==> config.mk <==
export PLATFORM = sky130hd
export DESIGN_NAME = dpe_dest_router
export DESIGN_NICKNAME = d
export VERILOG_FILES = /design/src/rtl/dpe_dest_router.sv
export SDC_FILE = /design/constraint.sdc
export NUM_CORES = 1
export LEC_CHECK = 0
export BUFFER_PORTS_ARGS = -buffer_cell sky130_fd_sc_hd__buf_4
export CORE_AREA = 2 2 65 82
export CTS_BUF_LIST = sky130_fd_sc_hd__clkbuf_2
export CTS_CLUSTER_SIZE = 28
export DETAILED_ROUTE_END_ITERATION = 8
export DIE_AREA = 0 0 67 84
export GPL_TIMING_DRIVEN = 0
export PLACE_DENSITY = 0.88
export RECOVER_POWER = 50
export SLEW_MARGIN = 30
export SYNTH_ARGS = -nofsm -noshare
export SYNTH_HDL_FRONTEND = slang
export SYNTH_SLANG_ARGS = --single-unit
==> constraint.sdc <==
create_clock -name clk -period 6.1 [get_ports clk]
set_input_delay 1.525 -clock clk [delete_from_list [all_inputs] [get_ports clk]]
set_output_delay 1.525 -clock clk [all_outputs]
set_load 0.005 [all_outputs]
==> src/rtl/dpe_dest_router.sv <==
// dpe_dest_router: routes one tagged ingress frame stream to CPU port 0,
// Ethernet ports 1..NUM_PORTS-1, or all ports but the source (broadcast).
//
// Ports:
//   clk, arst_n        clock, asynchronous active-low reset
//   s_valid/s_ready    ingress handshake
//   s_data/s_sof/s_eof ingress beat and framing
//   s_dst/s_src        destination/source address (sampled on sof)
//   m_valid/m_ready    per-port egress handshake (lockstep)
//   m_data/m_sof/m_eof egress beat, pass-through from ingress
//   busy               FSM is not idle
//   orphan             pulse when a non-sof beat is discarded in IDLE
//   drop_cnt           dropped-frame count, saturating
//   bcast_cnt          completed broadcast-frame count, saturating
module dpe_dest_router #(
    parameter int DW         = 8,
    parameter int NUM_PORTS  = 5,
    parameter int AW         = 3,
    parameter int BCAST_ADDR = 7
) (
    input  logic                 clk,
    input  logic                 arst_n,
    input  logic                 s_valid,
    output logic                 s_ready,
    input  logic [DW-1:0]        s_data,
    input  logic                 s_sof,
    input  logic                 s_eof,
    input  logic [AW-1:0]        s_dst,
    input  logic [AW-1:0]        s_src,
    output logic [NUM_PORTS-1:0] m_valid,
    input  logic [NUM_PORTS-1:0] m_ready,
    output logic [DW-1:0]        m_data,
    output logic                 m_sof,
    output logic                 m_eof,
    output logic                 busy,
    output logic                 orphan,
    output logic [15:0]          drop_cnt,
    output logic [15:0]          bcast_cnt
);

    typedef enum logic [1:0] {
        IDLE,
        DECODE,
        FWD,
        DROP
    } state_t;

    localparam logic [AW-1:0] PORTS_A = AW'(NUM_PORTS);
    localparam logic [AW-1:0] BCAST_A = AW'(BCAST_ADDR);
    localparam logic [NUM_PORTS-1:0] ONE_P = NUM_PORTS'(1);
    localparam logic [NUM_PORTS-1:0] ALL_P = {NUM_PORTS{1'b1}};

    state_t state_q;
    state_t state_d;

    logic [AW-1:0]        dst_q;
    logic [AW-1:0]        src_q;
    logic [NUM_PORTS-1:0] mask_q;
    logic                 bcast_q;
    logic [15:0]          drop_cnt_q;
    logic [15:0]          bcast_cnt_q;

    logic                 dst_uni;
    logic                 dst_bc;
    logic                 src_local;
    logic [NUM_PORTS-1:0] dst_oh;
    logic [NUM_PORTS-1:0] src_oh;
    logic [NUM_PORTS-1:0] bc_mask;
    logic [NUM_PORTS-1:0] dec_mask;
    logic                 dec_drop;

    logic sel_ready;
    logic beat;
    logic eof_beat;
    logic drop_inc;
    logic bcast_inc;

    // ---------------------------------------------------------------
    // Destination decode from the addresses latched on the sof beat
    // ---------------------------------------------------------------
    always_comb begin
        dst_uni   = dst_q < PORTS_A;
        dst_bc    = dst_q == BCAST_A;
        src_local = src_q < PORTS_A;
        dst_oh    = dst_uni ? (ONE_P << dst_q) : '0;
        src_oh    = src_local ? (ONE_P << src_q) : '0;
        bc_mask   = ALL_P & ~src_oh;
        dec_mask  = dst_bc ? bc_mask : dst_oh;
        // Self-addressed, unknown, or a broadcast reaching nobody.
        dec_drop  = (dst_q == src_q)
                  | ~(dst_uni | dst_bc)
                  | (dst_bc & (bc_mask == '0));
    end

    // Lockstep egress: only selected ports gate progress.
    assign sel_ready = &(m_ready | ~mask_q);
    assign beat      = s_valid & s_ready;
    assign eof_beat  = beat & s_eof;

    // ---------------------------------------------------------------
    // FSM: state register
    // ---------------------------------------------------------------
    always_ff @(posedge clk or negedge arst_n) begin
        if (!arst_n) begin
            state_q <= IDLE;
        end else begin
            state_q <= state_d;
        end
    end

    // ---------------------------------------------------------------
    // FSM: next state
    // ---------------------------------------------------------------
    always_comb begin
        state_d = state_q;
        unique case (state_q)
            IDLE: begin
                if (s_valid & s_sof) begin
                    state_d = DECODE;
                end
            end
            DECODE: begin
                state_d = dec_drop ? DROP : FWD;
            end
            FWD: begin
                if (eof_beat) begin
                    state_d = IDLE;
                end
            end
            DROP: begin
                if (eof_beat) begin
                    state_d = IDLE;
                end
            end
        endcase
    end

    // ---------------------------------------------------------------
    // FSM: outputs
    // ---------------------------------------------------------------
    always_comb begin
        s_ready = 1'b0;
        m_valid = '0;
        orphan  = 1'b0;
        unique case (state_q)
            IDLE: begin
                // Hold the sof beat so it is forwarded after decode.
                s_ready = ~(s_valid & s_sof);
                orphan  = s_valid & ~s_sof;
            end
            DECODE: begin
                s_ready = 1'b0;
            end
            FWD: begin
                m_valid = mask_q & {NUM_PORTS{s_valid}};
                s_ready = sel_ready;
            end
            DROP: begin
                s_ready = 1'b1;
            end
        endcase
    end

    assign busy   = state_q != IDLE;
    assign m_data = s_data;
    assign m_sof  = s_sof;
    assign m_eof  = s_eof;

    // ---------------------------------------------------------------
    // Address latch and routing mask
    // ---------------------------------------------------------------
    always_ff @(posedge clk or negedge arst_n) begin
        if (!arst_n) begin
            dst_q <= '0;
            src_q <= '0;
        end else if ((state_q == IDLE) && s_valid && s_sof) begin
            dst_q <= s_dst;
            src_q <= s_src;
        end
    end

    always_ff @(posedge clk or negedge arst_n) begin
        if (!arst_n) begin
            mask_q  <= '0;
            bcast_q <= 1'b0;
        end else if ((state_q == DECODE) && !dec_drop) begin
            mask_q  <= dec_mask;
            bcast_q <= dst_bc;
        end else if ((state_q == FWD) && eof_beat) begin
            mask_q  <= '0;
            bcast_q <= 1'b0;
        end
    end

    // ---------------------------------------------------------------
    // Saturating statistics
    // ---------------------------------------------------------------
    assign drop_inc  = (state_q == DECODE) & dec_drop;
    assign bcast_inc = (state_q == FWD) & eof_beat & bcast_q;

    always_ff @(posedge clk or negedge arst_n) begin
        if (!arst_n) begin
            drop_cnt_q <= '0;
        end else if (drop_inc && (drop_cnt_q != 16'hFFFF)) begin
            drop_cnt_q <= drop_cnt_q + 16'd1;
        end
    end

    always_ff @(posedge clk or negedge arst_n) begin
        if (!arst_n) begin
            bcast_cnt_q <= '0;
        end else if (bcast_inc && (bcast_cnt_q != 16'hFFFF)) begin
            bcast_cnt_q <= bcast_cnt_q + 16'd1;
        end
    end

    assign drop_cnt  = drop_cnt_q;
    assign bcast_cnt = bcast_cnt_q;

endmodule

Word level (Yosys, flattened, before mapping)
Cells that the tools add are included.
{ "word_totals": {"output_inout_bits": 50, "regBits": 46} }
{ "classes": {"shifts": 2, "bitwise": 18, "mux": 14, "reduce_logical": 14, "n_lt_le_gt_ge": 2, "add_sub_neg": 2, "eq_ne": 9} }
{ "ops": {"columns": ["operator", "n"], "rows": [
  ["$add A16 B1 Y16 const B", 2],
  ["$ne A16 B16 Y1 const B", 2],
  ["$mux W5", 6],
  ["$not A5 Y5", 2],
  ["$shl A1 B3 Y5 const A", 2],
  ["$and A1 B1 Y1", 8],
  ["$logic_and A1 B1 Y1", 6],
  ["$lt A3 B3 Y1 const B", 2],
  ["$pmux W2 S3", 1],
  ["$and A5 B5 Y5", 1],
  ["$logic_not A5 Y1", 1],
  ["$or A5 B5 Y5", 1],
  ["$reduce_and A5 Y1", 1],
  ["$eq A2 B2 Y1 const B", 2],
  ["$mux W1", 4],
  ["$mux W2", 2],
  ["$pmux W1 S4", 1],
  ["$reduce_bool A2 Y1", 2],
  ["$eq A3 B3 Y1", 1],
  ["$eq A3 B3 Y1 const B", 1],
  ["$not A1 Y1", 3],
  ["$or A1 B1 Y1", 3],
  ["$eq A2 B1 Y1 const B", 1],
  ["$logic_not A2 Y1", 1],
  ["other kinds (5)", 5]
]} }

Depth between registers and ports, before layout
{ "logic_depth": {"depth_word": 9, "ltp_mapped": 7, "mapped_depth_nobuf": 6} }

Worst setup path before layout
OpenSTA, ideal clock, no wires.
{ "synth_timing": {"path_type": "input to output", "start": "in m_ready[1]", "end": "out s_ready", "path_slack_ps": 2490, "stages": 4, "t_required_ps": 4575, "arrival_ps": 2085, "cell_sequence": "nor2b_1 > nor3_1 > a21oi_1 > o2bb2ai_1"} }
{ "synth_between": {"elab_chain_len": 3} }
{ "synth_lines": {"columns": ["item", "line", "rtl"], "rows": [
  ["start: declaration", "31", "input logic [NUM_PORTS-1:0] m_ready,"],
  ["$or A5 B5 Y5", "96", "assign sel_ready = &(m_ready | ~mask_q);"],
  ["$reduce_and A5 Y1", "96", null],
  ["$pmux W1 S4", "145", "unique case (state_q)"],
  ["end: declaration", "24", "output logic s_ready,"]
]} }
Every way passes these cells.

Worst setup path after layout
Same ends and word-level chain as after synthesis.

==> out/results.txt <==
antenna violations before repair -> 0
top_reg_cell synth -> dfrtp_1
Max Clk Rate -> 0.252 GHz
part of the cycle the worst path needs -> 0.650
Die Span X -> 67 um
Layout Skew -> 0.0175 ns
cell with the most instances after synthesis -> dfrtp_1
final antenna diode count -> 0
cell count after synthesis -> 270
Hold Crit Class -> reg2reg
fin cells -> 405
post-layout minimum cycle time -> 3.96 ns
CP Launch Type -> input port
synth cell count leaders -> 46 x dfrtp_1, 28 x nand2_1, 23 x nand3_1
max_cap viols -> 1
CP Capture Type -> primary output
EDFF count, synth -> 0
nets -> 368
synthesized cell area -> 2580 um2
worst-path maximum fanout -> 3
H-tree depth -> 2
#FFs+latches synth -> 46
R2R cell count -> 6
Rows -> 29
hold_buf cts -> 0
die span in y -> 84 um
hold path depth -> 1
total number of yosys warnings -> 0
share of cells above drive strength 1 -> 0.280
Num CTS Buffers -> 5
DR pass1 iterations -> 4
Layout area overhead -> 23.2%
Mapped Nets -> 296
Synth top area share -> 0.445
vias -> 2231
clk_lat worst skew -> 0.43 ns
Clock transition at path regs -> 0.26 ns
Layout Utilization -> 0.646
status -> finished, violations left
vias in the first global route -> 2127
# setup viols final -> 0
full die area -> 5630 um2
Worst-Margin Slew -> 2.44 ns
CORE AREA -> 4930 um2
top cells by area, synth -> dfrtp_1 45%, xnor2_1 7.5%, nand3_1 4.5%
Async SR Flop Fraction -> 1.00
CTS tree -> built
Initial Util -> 0.524
DP HPWL -> 4.20 mm
final wirelength -> 5.59 mm
gr ovfl total -> 0
wire per inst -> 13.8 um
antenna viol nets, final -> 0
clk buf depth -> 2
failing checks -> capacitance limit, slew limit
initial drt markers -> 67
Post-CTS Setup Bufs -> 0
maximum vdd drop -> 0.000210 V
setup TNS -> 0 ns
Cells after DPL -> 397
kind of critical path -> in2out
boundary pin count -> 74
GP Congestion -> 0.811
Syn Area/Cell -> 9.57 um2
clk root buf -> clkbuf_2
Crit path arrival time -> 2.44 ns
power density of the placed cells -> 292 nW/um2
Final Hold Viols -> 0
clock sinks -> 46
synth unique cells -> 43
RSZ-0062 raised after global routing -> false
overall power -> 0.000931 W
port buffer count -> 65
sequential share of the synthesized area -> 0.445
GRT Util Overall -> 0.206
pin count of the biggest net entering global routing -> 47
Slew Viols, Final -> 47
DRC Markers -> 0
Crit path required time -> 4.58 ns
Placed Area -> 3150 um2
final instance area -> 3190 um2
slew margin rel. -> -0.630
drt via density -> 5.51
first-pass GRT wire length -> 9.17 mm
Synth area leader -> dfrtp_1
P_leak -> 1.49 nW
post-CTS sizing -> 0
per-stage QoR:
| step | setup slack, ns | hold WS [ns] |
|---|---|---|
| after floorplan | 2.49 | 0.481 |
| after global placement | 2.19 | 0.483 |
| after detailed placement | 2.17 | 0.489 |
| after CTS | 2.17 | 0.517 |
| after global routing | 1.99 | 0.535 |
| final | 2.14 | 0.516 |
worst max-delay path: stages:
cell and delay [ns]:
clkbuf_4 0.10, nor2b_1 0.04, nor3_1 0.31, a21oi_1 0.15, o2bb2ai_1 0.17, buf_4 0.13
layout make-up:
type | instances | area, um2
Fill cell | 449 | 1750
Multi-Input combinational cell | 197 | 1280
Sequential cell | 46 | 1150
Timing Repair Buffer | 65 | 480
Buffer | 20 | 115
Tap cell | 62 | 77.6
Inverter | 7 | 26.3
Clock buffer | 5 | 25.0
Clock inverter | 3 | 25.0
metal layers:
layer | wire, um | track usage
met2 | 2760 | 0.348
met3 | 352 | 0.0472
met4 | 80 | 0.0649
met5 | 0 | 0
met1 | 2400 | 0.256
power by group:
part           leakage, nW  switching, W  internal (W)
logic                0.844      0.000200      0.000169
registers            0.614     0.0000629      0.000360
clock network       0.0296      0.000107     0.0000305
total                 1.49      0.000370      0.000560
placed cells by master, fill, tap and decap left out, types with 2 or more instances in the layout:
| master | instances |
|---|---|
| or3_1 | 2 |
| and3_1 | 5 |
| and2_1 | 5 |
| nand4b_1 | 3 |
| xnor2_1 | 22 |
| clkbuf_1 | 10 |
| and4_1 | 8 |
| xor2_1 | 6 |
| nor4_1 | 4 |
| inv_1 | 6 |
| nor3_1 | 5 |
| buf_4 | 72 |
| o21ai_0 | 6 |
| mux2i_1 | 7 |
| nand2b_1 | 3 |
| nand4_1 | 10 |
| nor2_1 | 19 |
| nand3_1 | 23 |
| nor3b_1 | 2 |
| buf_2 | 2 |
| mux2_2 | 8 |
| ha_1 | 2 |
| nand2_1 | 28 |
| or4_1 | 2 |
| o211ai_1 | 2 |
| a21oi_1 | 5 |
| nor2b_1 | 5 |
| clkbuf_2 | 5 |
| dfrtp_1 | 46 |
registers in the layout, summed over array words and instances (netlist names):
register,cells
dst_q,3
bcast_cnt,16
mask_q,5
drop_cnt,16
state_q,2
bcast_q,1
src_q,3
path summary, 6_finish.rpt:
| path | from | endpoint | slack, ns |
|---|---|---|---|
| worst max-delay path | m_ready[1] | s_ready | 2.14 |
| min in group asynchronous | arst_n | bcast_cnt[2]$_DFFE_PN0P_ | 1.79 |
| worst min register to register | bcast_cnt[7]$_DFFE_PN0P_ | bcast_cnt[7]$_DFFE_PN0P_ | 0.52 |
| worst max register to register | dst_q[1]$_DFFE_PN0P_ | drop_cnt[4]$_DFFE_PN0P_ | 3.78 |
| max in group asynchronous | arst_n | src_q[2]$_DFFE_PN0P_ | 2.94 |
| worst min-delay path | bcast_cnt[7]$_DFFE_PN0P_ | bcast_cnt[7]$_DFFE_PN0P_ | 0.52 |
cells by family (layout without fill, tap and decap cells):
| kind of cell | after synthesis | in the layout | synth area share |
|---|---|---|---|
| AO/OA/AOI/OAI | 20 | 20 | 0.0518 |
| multiplexers | 16 | 16 | 0.0663 |
| buffers and inverters | 27 | 100 | 0.0552 |
| XOR/XNOR | 28 | 28 | 0.0949 |
| flip-flops | 46 | 46 | 0.445 |
| adder cells (fa/ha/maj) | 2 | 2 | 0.00968 |
| AND/OR/NAND/NOR | 131 | 131 | 0.277 |
No activity file was read; power rests on OpenSTA's default activity.
